**src/rtl/minimig_sram_bridge_fsm_if.sv**
```systemverilog
// Chipset-side request and memory-side pin bundle for the SRAM bridge.
// Handshake: a request is taken only on a Q1 clock (c1 & !c3) while busy=0,
// and only if some bank bit and some rd/write enable are set. It is latched
// on that edge and later input changes are ignored. Requests seen while busy=1
// are dropped, not queued. Completion is a single-clock ready pulse, and
// data_out is valid in the same clock as ready.
interface minimig_sram_bridge_fsm_if #(
  parameter int DW = 16,
  parameter int AW = 22
) ();
  logic          c1;
  logic          c3;
  logic [7:0]    bank;
  logic [23:1]   address_in;
  logic [DW-1:0] data_in;
  logic [DW-1:0] data_in2;
  logic [DW-1:0] data_out;
  logic          rd;
  logic          hwr;
  logic          lwr;
  logic          hwr2;
  logic          lwr2;
  logic          ready;
  logic          busy;
  logic          _bhe;
  logic          _ble;
  logic          _we;
  logic          _oe;
  logic [AW:1]   address;
  logic [DW-1:0] data;
  logic          data_oe;
  logic [DW-1:0] ramdata_in;

  modport slave (
    input  c1, c3, bank, address_in, data_in, data_in2,
    input  rd, hwr, lwr, hwr2, lwr2, ramdata_in,
    output data_out, ready, busy, _bhe, _ble, _we, _oe,
    output address, data, data_oe
  );

  modport master (
    output c1, c3, bank, address_in, data_in, data_in2,
    output rd, hwr, lwr, hwr2, lwr2, ramdata_in,
    input  data_out, ready, busy, _bhe, _ble, _we, _oe,
    input  address, data, data_oe
  );
endinterface

```
**src/rtl/minimig_sram_bridge_fsm.sv**
```systemverilog
// Registered chipset-to-SRAM bridge: latches a bus cycle at Q1 and runs
// setup/strobe/hold timing toward asynchronous SRAM with parametrised waits.
module minimig_sram_bridge_fsm #(
  parameter int DW      = 16,
  parameter int AW      = 22,
  parameter int RD_WAIT = 2,
  parameter int WR_WAIT = 1,
  parameter int BURST2  = 1
) (
  input  logic                     clk,
  input  logic                     reset,
  minimig_sram_bridge_fsm_if.slave bus,
  output logic [1:0]               state_dbg_o
);

  localparam logic [1:0] S_IDLE   = 2'd0;
  localparam logic [1:0] S_SETUP  = 2'd1;
  localparam logic [1:0] S_STROBE = 2'd2;
  localparam logic [1:0] S_HOLD   = 2'd3;

  localparam int MAXW = (RD_WAIT > WR_WAIT) ? RD_WAIT : WR_WAIT;
  localparam int CW   = (MAXW < 2) ? 1 : $clog2(MAXW + 1);
  localparam logic [CW-1:0] RD_CNT = CW'(RD_WAIT);
  localparam logic [CW-1:0] WR_CNT = CW'(WR_WAIT);
  localparam logic          B2_EN  = (BURST2 != 0);

  logic [1:0]    state_q, state_d;
  logic [CW-1:0] cnt_q, cnt_d;
  logic          is_rd_q, is_rd_d;
  logic          pend_q, pend_d;
  logic          be_h_q, be_h_d;
  logic          be_l_q, be_l_d;
  logic          be2_h_q, be2_h_d;
  logic          be2_l_q, be2_l_d;
  logic [DW-1:0] data2_q, data2_d;
  logic [AW:1]   addr_q, addr_d;
  logic [DW-1:0] data_q, data_d;
  logic          data_oe_q, data_oe_d;
  logic          we_n_q, we_n_d;
  logic          oe_n_q, oe_n_d;
  logic          bhe_n_q, bhe_n_d;
  logic          ble_n_q, ble_n_d;
  logic          ready_q, ready_d;
  logic          busy_q, busy_d;
  logic [DW-1:0] dout_q, dout_d;

  logic          q1;
  logic          req_w0;
  logic          req_w1;
  logic          start;
  logic [AW:1]   mapped_addr;
  logic          unused_addr_msb;

  assign q1              = bus.c1 & ~bus.c3;
  assign req_w0          = bus.hwr | bus.lwr;
  assign req_w1          = B2_EN & (bus.hwr2 | bus.lwr2);
  assign start           = (state_q == S_IDLE) & q1 & (|bus.bank) & (bus.rd | req_w0 | req_w1);
  assign unused_addr_msb = bus.address_in[23];

  // Chip-RAM / slow-RAM / ROM banks fold onto the upper SRAM address lines.
  always_comb begin
    mapped_addr        = '0;
    mapped_addr[17:1]  = bus.address_in[17:1];
    if (bus.bank[7] | bus.bank[6]) begin
      mapped_addr[22:18] = {3'b111, bus.bank[7], bus.address_in[18]};
    end else if (bus.bank[5]) begin
      mapped_addr[22:18] = {2'b00, bus.bank[3] | bus.bank[2], bus.bank[3] | bus.bank[1],
                            bus.address_in[18]};
    end else begin
      mapped_addr[22:18] = bus.address_in[22:18];
    end
  end

  always_comb begin
    state_d   = state_q;
    cnt_d     = cnt_q;
    is_rd_d   = is_rd_q;
    pend_d    = pend_q;
    be_h_d    = be_h_q;
    be_l_d    = be_l_q;
    be2_h_d   = be2_h_q;
    be2_l_d   = be2_l_q;
    data2_d   = data2_q;
    addr_d    = addr_q;
    data_d    = data_q;
    data_oe_d = data_oe_q;
    we_n_d    = we_n_q;
    oe_n_d    = oe_n_q;
    bhe_n_d   = bhe_n_q;
    ble_n_d   = ble_n_q;
    ready_d   = ready_q;
    busy_d    = busy_q;
    dout_d    = dout_q;

    case (state_q)
      S_IDLE: begin
        if (start) begin
          state_d = S_SETUP;
          busy_d  = 1'b1;
          is_rd_d = bus.rd;
          data2_d = bus.data_in2;
          be2_h_d = bus.hwr2;
          be2_l_d = bus.lwr2;
          if (bus.rd) begin
            // A read beats any simultaneous write enables, which are dropped.
            addr_d    = mapped_addr;
            data_d    = bus.data_in;
            be_h_d    = 1'b1;
            be_l_d    = 1'b1;
            pend_d    = 1'b0;
            data_oe_d = 1'b0;
          end else if (req_w0) begin
            addr_d    = mapped_addr;
            data_d    = bus.data_in;
            be_h_d    = bus.hwr;
            be_l_d    = bus.lwr;
            pend_d    = req_w1;
            data_oe_d = 1'b1;
          end else begin
            // Word 0 has no byte enables: run only the second word.
            addr_d    = mapped_addr + AW'(1);
            data_d    = bus.data_in2;
            be_h_d    = bus.hwr2;
            be_l_d    = bus.lwr2;
            pend_d    = 1'b0;
            data_oe_d = 1'b1;
          end
        end
      end

      S_SETUP: begin
        state_d = S_STROBE;
        if (is_rd_q) begin
          cnt_d   = RD_CNT;
          oe_n_d  = 1'b0;
          bhe_n_d = 1'b0;
          ble_n_d = 1'b0;
        end else begin
          cnt_d   = WR_CNT;
          we_n_d  = 1'b0;
          bhe_n_d = ~be_h_q;
          ble_n_d = ~be_l_q;
        end
      end

      S_STROBE: begin
        if (cnt_q == '0) begin
          state_d = S_HOLD;
          we_n_d  = 1'b1;
          oe_n_d  = 1'b1;
          bhe_n_d = 1'b1;
          ble_n_d = 1'b1;
          ready_d = ~pend_q;
          if (is_rd_q) begin
            dout_d = bus.ramdata_in;
          end
        end else begin
          cnt_d = cnt_q - CW'(1);
        end
      end

      S_HOLD: begin
        ready_d = 1'b0;
        if (pend_q) begin
          state_d = S_SETUP;
          addr_d  = addr_q + AW'(1);
          data_d  = data2_q;
          be_h_d  = be2_h_q;
          be_l_d  = be2_l_q;
          pend_d  = 1'b0;
        end else begin
          state_d   = S_IDLE;
          busy_d    = 1'b0;
          data_oe_d = 1'b0;
        end
      end

      default: begin
        state_d = S_IDLE;
      end
    endcase
  end

  always_ff @(posedge clk or posedge reset) begin
    if (reset) begin
      state_q   <= S_IDLE;
      cnt_q     <= '0;
      is_rd_q   <= 1'b0;
      pend_q    <= 1'b0;
      be_h_q    <= 1'b0;
      be_l_q    <= 1'b0;
      be2_h_q   <= 1'b0;
      be2_l_q   <= 1'b0;
      data2_q   <= '0;
      addr_q    <= '0;
      data_q    <= '0;
      data_oe_q <= 1'b0;
      we_n_q    <= 1'b1;
      oe_n_q    <= 1'b1;
      bhe_n_q   <= 1'b1;
      ble_n_q   <= 1'b1;
      ready_q   <= 1'b0;
      busy_q    <= 1'b0;
      dout_q    <= '0;
    end else begin
      state_q   <= state_d;
      cnt_q     <= cnt_d;
      is_rd_q   <= is_rd_d;
      pend_q    <= pend_d;
      be_h_q    <= be_h_d;
      be_l_q    <= be_l_d;
      be2_h_q   <= be2_h_d;
      be2_l_q   <= be2_l_d;
      data2_q   <= data2_d;
      addr_q    <= addr_d;
      data_q    <= data_d;
      data_oe_q <= data_oe_d;
      we_n_q    <= we_n_d;
      oe_n_q    <= oe_n_d;
      bhe_n_q   <= bhe_n_d;
      ble_n_q   <= ble_n_d;
      ready_q   <= ready_d;
      busy_q    <= busy_d;
      dout_q    <= dout_d;
    end
  end

  assign bus.data_out = dout_q;
  assign bus.ready    = ready_q;
  assign bus.busy     = busy_q;
  assign bus._bhe     = bhe_n_q;
  assign bus._ble     = ble_n_q;
  assign bus._we      = we_n_q;
  assign bus._oe      = oe_n_q;
  assign bus.address  = addr_q;
  assign bus.data     = data_q;
  assign bus.data_oe  = data_oe_q;
  assign state_dbg_o  = state_q;

endmodule

```
**src/flat_wrapper.sv**
```systemverilog
// flat-port wrapper written by rule: the top's interface ports become plain ports
module minimig_sram_bridge_fsm_flat 
#(
  parameter int DW      = 16,
  parameter int AW      = 22,
  parameter int RD_WAIT = 2,
  parameter int WR_WAIT = 1,
  parameter int BURST2  = 1
)
  (clk, reset, state_dbg_o, bus_c1, bus_c3, bus_bank, bus_address_in, bus_data_in, bus_data_in2, bus_rd, bus_hwr, bus_lwr, bus_hwr2, bus_lwr2, bus_ramdata_in, bus_data_out, bus_ready, bus_busy, bus__bhe, bus__ble, bus__we, bus__oe, bus_address, bus_data, bus_data_oe);
  minimig_sram_bridge_fsm_if #(.DW(DW), .AW(AW)) bus_i ();
  input  logic clk;
  input  logic reset;
  output logic [1:0] state_dbg_o;
  input wire logic [$bits(bus_i.c1)-1:0] bus_c1;
  input wire logic [$bits(bus_i.c3)-1:0] bus_c3;
  input wire logic [$bits(bus_i.bank)-1:0] bus_bank;
  input wire logic [$bits(bus_i.address_in)-1:0] bus_address_in;
  input wire logic [$bits(bus_i.data_in)-1:0] bus_data_in;
  input wire logic [$bits(bus_i.data_in2)-1:0] bus_data_in2;
  input wire logic [$bits(bus_i.rd)-1:0] bus_rd;
  input wire logic [$bits(bus_i.hwr)-1:0] bus_hwr;
  input wire logic [$bits(bus_i.lwr)-1:0] bus_lwr;
  input wire logic [$bits(bus_i.hwr2)-1:0] bus_hwr2;
  input wire logic [$bits(bus_i.lwr2)-1:0] bus_lwr2;
  input wire logic [$bits(bus_i.ramdata_in)-1:0] bus_ramdata_in;
  output wire logic [$bits(bus_i.data_out)-1:0] bus_data_out;
  output wire logic [$bits(bus_i.ready)-1:0] bus_ready;
  output wire logic [$bits(bus_i.busy)-1:0] bus_busy;
  output wire logic [$bits(bus_i._bhe)-1:0] bus__bhe;
  output wire logic [$bits(bus_i._ble)-1:0] bus__ble;
  output wire logic [$bits(bus_i._we)-1:0] bus__we;
  output wire logic [$bits(bus_i._oe)-1:0] bus__oe;
  output wire logic [$bits(bus_i.address)-1:0] bus_address;
  output wire logic [$bits(bus_i.data)-1:0] bus_data;
  output wire logic [$bits(bus_i.data_oe)-1:0] bus_data_oe;
  assign bus_i.c1 = bus_c1;
  assign bus_i.c3 = bus_c3;
  assign bus_i.bank = bus_bank;
  assign bus_i.address_in = bus_address_in;
  assign bus_i.data_in = bus_data_in;
  assign bus_i.data_in2 = bus_data_in2;
  assign bus_i.rd = bus_rd;
  assign bus_i.hwr = bus_hwr;
  assign bus_i.lwr = bus_lwr;
  assign bus_i.hwr2 = bus_hwr2;
  assign bus_i.lwr2 = bus_lwr2;
  assign bus_i.ramdata_in = bus_ramdata_in;
  assign bus_data_out = bus_i.data_out;
  assign bus_ready = bus_i.ready;
  assign bus_busy = bus_i.busy;
  assign bus__bhe = bus_i._bhe;
  assign bus__ble = bus_i._ble;
  assign bus__we = bus_i._we;
  assign bus__oe = bus_i._oe;
  assign bus_address = bus_i.address;
  assign bus_data = bus_i.data;
  assign bus_data_oe = bus_i.data_oe;
  minimig_sram_bridge_fsm #(.DW(DW), .AW(AW), .RD_WAIT(RD_WAIT), .WR_WAIT(WR_WAIT), .BURST2(BURST2)) u_core (.clk(clk), .reset(reset), .bus(bus_i), .state_dbg_o(state_dbg_o));
endmodule
```
**config.mk**
```make
export PLATFORM = sky130hd
export DESIGN_NAME = minimig_sram_bridge_fsm_flat
export DESIGN_NICKNAME = d
export VERILOG_FILES = /design/src/rtl/minimig_sram_bridge_fsm_if.sv /design/src/rtl/minimig_sram_bridge_fsm.sv /design/src/flat_wrapper.sv
export SDC_FILE = /design/constraint.sdc
export NUM_CORES = 1
export LEC_CHECK = 0
export ABC_CLOCK_PERIOD_IN_PS = 4070
export CAP_MARGIN = 10
export CORE_ASPECT_RATIO = 0.7
export CORE_MARGIN = 10
export CORE_UTILIZATION = 40
export DETAILED_ROUTE_END_ITERATION = 8
export HOLD_SLACK_MARGIN = 0.03
export PLACE_DENSITY = 0.8
export SLEW_MARGIN = 15
export SYNTH_ARGS = -nofsm -noshare
export SYNTH_HDL_FRONTEND = slang
export SYNTH_SLANG_ARGS = --single-unit
```
**constraint.sdc**
```tcl
create_clock -name clk -period 4.07 [get_ports clk]
set_clock_uncertainty 0.1 [all_clocks]
set_input_delay 1.221 -clock clk [delete_from_list [all_inputs] [get_ports clk]]
set_output_delay 1.221 -clock clk [all_outputs]
set_load 0.02 [all_outputs]
```
==> results of run 1 <==
## metal layers
layer  global-route usage, %  wire [um]  part of all wire [%]
met1                    22.6       6730                    44
met4                    4.09        121                  0.80
met2                    26.9       7090                    47
met3                    5.11       1230                   8.1
met5                       0          0                     0
## cells in the final DEF (no fill, tap or decap), types with 3 or more instances in the layout
cell type          n
nand2b_1           5
buf_4             13
nor3_1             9
nor2_1            34
a2bb2oi_1          5
dfstp_2            4
ha_1               6
clkbuf_16          9
nand3_1           22
nor2b_1            3
dfrtp_1           83
mux2_2            37
o22ai_1            5
xor2_1            10
inv_1             18
clkdlybuf4s50_1  149
xnor2_1           11
nand2_1           84
and3_1             7
clkinvlp_4         3
o21ai_0           42
nor4_1             6
a21oi_1           70
or4_1              3
o22a_1             4
nand4_1           15
## area by class of cell
cell class,count,area (sq um)
clock inverters,7,62.6
clock buffers,9,225
well taps,157,196
flip-flops and latches,87,2180
multi-input cells,413,2520
inverters,19,72.6
repair buffers,163,1610
fillers,1034,4940
## path summary, 6_finish.rpt
kind,startpoint,endpoint,slack [ps],cells after the start
max,bus_lwr,u_core.bus.address[22],570,7
min in group asynchronous,reset,u_core.bus.data[11],1180,2
max reg2reg,u_core.state_dbg_o[0],u_core.bus.address[11],1220,8
min,u_core.bus.data[6],u_core.bus.data[6],390,2
max in group asynchronous,reset,u_core.bus._bhe,1920,3
min reg2reg,u_core.bus.data[6],u_core.bus.data[6],390,2
## state kept, by name, indices dropped and copies added (netlist names), 2 cells and up
signal / count
u_core.state_dbg_o: 2
u_core.cnt_q: 2
u_core.data2_q: 16
u_core.bus.address: 22
u_core.bus.data: 16
u_core.bus.data_out: 16
## through the flow
step | instance area (sq um) | hold WS, ps
4_1_cts | 6870 | 389
3_5_place_dp | 6580 | 374
5_1_grt | 6870 | 416
6_report | 6870 | 388
3_3_place_gp | 6580 | 368
2_1_floorplan | 4880 | 351
## cells in the mapped netlist (3+ instances only)
| master | number | area share [%] |
|---|---|---|
| inv_1 | 19 | 1.5 |
| o21ai_0 | 42 | 4.3 |
| clkbuf_1 | 28 | 2.2 |
| o22a_1 | 4 | 0.72 |
| o22ai_1 | 5 | 0.64 |
| xnor2_1 | 11 | 2.0 |
| nor4_1 | 6 | 0.77 |
| or4_1 | 3 | 0.46 |
| a2bb2oi_1 | 5 | 0.90 |
| xor2_1 | 10 | 1.8 |
| dfrtp_1 | 83 | 43 |
| nand2b_1 | 5 | 0.64 |
| nand2_1 | 84 | 6.5 |
| nand3_1 | 22 | 2.3 |
| nand4_1 | 15 | 1.9 |
| dfstp_2 | 4 | 2.2 |
| mux2_2 | 37 | 8.5 |
| nor3_1 | 10 | 1.0 |
| and3_1 | 7 | 0.90 |
| nor2b_1 | 3 | 0.38 |
| ha_1 | 7 | 1.8 |
| nor2_1 | 34 | 2.6 |
| a21oi_1 | 70 | 7.2 |
## power by group through the flow
stage | Clock, mW | Sequential (mW) | Combinational, mW
global placement | 0 | 1.66 | 2.83
global route | 0.856 | 1.75 | 3.18
floorplan | 0 | 1.97 | 1.40
CTS | 0.824 | 1.68 | 2.93
finish | 0.801 | 1.69 | 2.92
detailed placement | 0 | 1.69 | 2.92
## cells by family (layout without fill, tap and decap cells)
kind of cell               after synthesis  in the layout  share of synthesized area [%]
and+or+nand+nor                        202            202                           20.1
AOI/OAI and AO/OA                      145            145                           16.9
DFF                                     87             87                           44.8
buffers and inverters                   50            198                           4.00
muxes                                   38             38                           8.75
xor gates and xnor gates                21             21                           3.77
adders and majority gates                7              7                           1.80
## critical path: stages
cell and delay, ps:
clkdlybuf4s50_1 530, or3_4 530, or4_4 640, nor4_4 250
a21boi_1 110, a211oi_1 240, nor3_1 90
==> results.py, run 1 <==
metrics = {
    "floorplan": {
        "start_util_pct": 41.3,
        "boundaryPins": 151,
        "dieArea_sq_um": 17100,
        "rows": 33,
        "fp.dieH_um": 112,
        "die_x_um": 152,
        "core_area_sq_um": 11800,
    },
    "drt": {
        "vias": 4764,
        "wire_per_inst_um": 17.7,
        "route.detailed.drc": 0,
        "viasPerCell": 5.57,
        "finalWirelength_um": 15200,
        "drtIter0Drc": 417,
        "ant_nets": 0,
        "dr.pass1.iters": 5,
    },
    "grt": {
        "grt_pass1_wl_um": 24600,
        "antenna_found_initial": 0,
        "grt_max_degree": 89,
        "grt_usage_pct": 17.1,
        "grt_pass1_vias": 4779,
        "grt_overflow": 0,
    },
    "sta": {
        "post-route-period-util_pct": 85.9,
        "fin_crit_ps": 3500,
        "rsz0062_at_grt": "no",
        "setup-tns-final_ps": 0,
        "worst_pin_slew_ps": 1070,
        "hold_violations": 0,
        "slew_headroom_pct": 28.5,
        "setup_viol": 0,
        "fmax_mhz": 286,
        "fin_ws_ps": 575,
        "maxSlewViolCount": 0,
    },
    "final_layout": {
        "nets": 788,
        "final_cell_count_no_fill": 855,
        "drive_gt1_share_pct": 12.0,
        "area.growth.synth_to_final_pct": 40.9,
        "fin_util_pct": 58.2,
        "antenna_cells": 0,
    },
    "power_and_ir_drop": {
        "switching_share_pct": 43.7,
        "power.switching_mw": 2.37,
        "p_total_mw": 5.42,
        "power.density_nw_per_um2": 788,
        "seqPwrFrac_pct": 31.2,
        "p_leak_nw": 2.73,
        "p_int_mw": 3.05,
        "combinationalPowerShare_pct": 54.0,
        "ir_drop_v": 0.000393,
        "clkPwrFrac_pct": 14.8,
    },
    "yosys": {
        "syn-cell-area_sq_um": 4880,
        "yosys_warnings": 0,
        "ys_types": 52,
        "syn_avg_cell_area_sq_um": 8.87,
        "synth-seq-cells": 87,
        "ys.flop_type": "dfrtp_1",
        "synth_fp_nets": 645,
        "syn-instance-count": 550,
        "synth_edf_count": 0,
        "ys_seq_area_share_pct": 44.8,
        "synthArstFlopShare_pct": 100,
    },
    "setup_path": {
        "critPathMaxFanout": 14,
        "crit_type": "in -> reg",
        "cp_data_arrival_time_ps": 3610,
        "endpoint_kind": "flop",
        "start_kind": "primary input",
        "crit_required_ps": 4190,
    },
    "clocking": {
        "cts-htree-levels": 3,
        "post-cts-setup-buffers": 0,
        "cts_max_path_buffers": 2,
        "clkLatencyLatePin_ps": 340,
        "hold_buffers": 0,
        "cts_root_buffer": "clkbuf_16",
        "cts.repair.resized": 0,
        "cts.sinks": 87,
        "numCtsBuffers": 9,
        "cts_tree": "built",
        "clk_pin_slew_ps": 70,
    },
    "place": {
        "numPortBuffers": 149,
        "dp.cells": 839,
        "dp_slack_ps": 246,
        "place_congestion": 0.933,
        "dpl.hpwl_um": 11300,
    },
    "outcome": {
        "outcome": "completed",
    },
    "min_path": {
        "hold_path.class": "reg -> reg",
    },
    "run": {
        "max-cap-violations": 0,
    },
}
Note: power is estimated with default switching activity, not from simulation.
==> inputs of run 2 (changes only) <==
--- a/config.mk
+++ b/config.mk
@@ -7,12 +7,14 @@
 export LEC_CHECK = 0
 export ABC_CLOCK_PERIOD_IN_PS = 4070
 export CAP_MARGIN = 10
+export CELL_PAD_IN_SITES_DETAIL_PLACEMENT = 2
+export CELL_PAD_IN_SITES_GLOBAL_PLACEMENT = 2
 export CORE_ASPECT_RATIO = 0.7
 export CORE_MARGIN = 10
-export CORE_UTILIZATION = 40
+export CORE_UTILIZATION = 27
 export DETAILED_ROUTE_END_ITERATION = 8
 export HOLD_SLACK_MARGIN = 0.03
-export PLACE_DENSITY = 0.8
+export PLACE_DENSITY = 0.9
 export SLEW_MARGIN = 15
 export SYNTH_ARGS = -nofsm -noshare
 export SYNTH_HDL_FRONTEND = slang
==> results.py, run 2 (synthesis gave the netlist of run 1 again) <==
metrics = {
    "outcome": {
        "outcome": "completed",
    },
    "sta": {
        "fin_ws_ps": 517,
        "hold-worst-slack_ps": 391,
        "fmax_mhz": 281,
        "setup-tns-final_ps": 0,
        "hold_violations": 0,
        "slew_headroom_pct": 26.3,
        "worst_pin_slew_ps": 1110,
        "post-route-period-util_pct": 87.3,
        "setup_viol": 0,
        "maxSlewViolCount": 0,
        "rsz0062_at_grt": "no",
        "fin_crit_ps": 3550,
    },
    "place": {
        "numPortBuffers": 149,
        "place_area_sq_um": 6710,
        "dpl.hpwl_um": 15000,
        "dp_slack_ps": 205,
        "place_congestion": 0.824,
    },
    "clocking": {
        "cts_tree": "built",
        "cts_max_path_buffers": 2,
        "clkLatencyLatePin_ps": 340,
        "cts.sinks": 87,
        "hold_buffers": 0,
        "post-cts-setup-buffers": 0,
        "cts-htree-levels": 3,
        "clk_pin_slew_ps": 70,
        "numCtsBuffers": 9,
        "cts.repair.resized": 0,
        "cts_root_buffer": "clkbuf_16",
    },
    "setup_path": {
        "timing.critical_path.cells": "clkdlybuf4s50_1, buf_4, nor2_1, a2bb2oi_1, nand3_1, a21oi_1, a21oi_1, a311oi_1",
        "slowest_stage": "a21oi_1",
        "max_stage_delay_ps": 870,
        "crit_required_ps": 4210,
        "endpoint_kind": "flop",
        "start_kind": "primary input",
        "crit_type": "in -> reg",
        "cp_data_arrival_time_ps": 3690,
        "critPathMaxFanout": 11,
        "critPathMostFrequentCell": "a21oi_1",
    },
    "drt": {
        "finalWirelength_um": 19600,
        "vias": 4838,
        "viasPerCell": 5.16,
        "route.detailed.drc": 0,
        "ant_nets": 0,
        "dr.pass1.iters": 4,
        "wire_per_inst_um": 21.0,
        "drtIter0Drc": 253,
    },
    "final_layout": {
        "layout_common_cells": "149 x clkdlybuf4s50_1, 84 x nand2_1, 83 x dfrtp_1",
        "antenna_cells": 0,
        "fin_util_pct": 39.3,
        "drive_gt1_share_pct": 12.4,
        "fillers": 1966,
        "final_common_cell": "clkdlybuf4s50_1",
        "area.growth.synth_to_final_pct": 43.9,
        "largest_reg_flops": 22,
        "final_area_sq_um": 7020,
        "nets": 791,
    },
    "floorplan": {
        "boundaryPins": 151,
        "start_util_pct": 27.3,
        "fp.dieH_um": 132,
        "die_x_um": 181,
        "rows": 41,
        "dieArea_sq_um": 23900,
        "core_area_sq_um": 17900,
    },
    "grt": {
        "antenna_found_initial": 0,
        "grt_pass1_vias": 5619,
        "grt_usage_pct": 16.2,
        "grt_pass1_wl_um": 32000,
        "grt_max_degree": 68,
        "grt_overflow": 0,
    },
    "power_and_ir_drop": {
        "p_leak_nw": 2.76,
        "ir_drop_v": 0.000262,
        "power.density_nw_per_um2": 812,
    },
    "min_path": {
        "hold_path.class": "reg -> reg",
    },
    "run": {
        "max-cap-violations": 0,
    },
}
-- run 2: cell count changes in the layout (fill, tap and decap cells not counted) --
cell / delta
buf_4: +3
clkinvlp_4: -1
bufinv_16: +1
-- run 2: final timing paths --
| check | from | endpoint | slack [ps] | cells after the start |
|---|---|---|---|---|
| hold reg to reg | u_core.bus.data[8] | u_core.bus.data[8] | 390 | 2 |
| max in group asynchronous | reset | u_core.bus.address[14] | 2150 | 3 |
| min in group asynchronous | reset | u_core.data2_q[1] | 1240 | 3 |
| hold / removal | u_core.bus.data[8] | u_core.bus.data[8] | 390 | 2 |
| setup / recovery | bus_rd | u_core.bus.address[11] | 520 | 8 |
| setup reg to reg | u_core.state_dbg_o[0] | u_core.bus.data[5] | 1090 | 6 |
-- run 2: cell type report --
type                       count  area (sq um)  share of cell area [%]
multi-input combinational    413          2520                    36.0
sequential                    87          2180                    31.1
inverter                      19          72.6                    1.03
clock buffer                   9           225                    3.21
clock inverter                 7          85.1                    1.21
tap                          236           295                    4.21
timing repair buffer         166          1630                    23.3
-- run 2: stage by stage --
step / total power [mW] / instances
3_3_place_gp: 4.61 / 921
2_1_floorplan: 3.38 / 550
4_1_cts: 5.76 / 937
3_5_place_dp: 4.84 / 921
6_report: 5.70 / 937
5_1_grt: 6.13 / 937
-- run 2: per-layer routing --
layer | part of all wire, % | global-route usage [%] | vias up
met5 | 0 | 0 | -
met4 | 0.51 | 2.82 | 0
met3 | 6.7 | 5.04 | 12
met2 | 49 | 27.6 | 135
met1 | 44 | 19.9 | 2447
li1 | - | - | 2244
-- run 2: worst max-delay path: cells and delay by family --
family,cells,cell delay (ps)
compound gates,4,1530
buf+inv,2,710
simple gates,2,230
-- run 2: power by group --
part / switching, mW / leakage, nW / internal, mW
Combinational: 1.76 / 1.60 / 1.33
Sequential: 0.398 / 1.02 / 1.33
Clock: 0.397 / 0.146 / 0.490
Total: 2.55 / 2.76 / 3.15
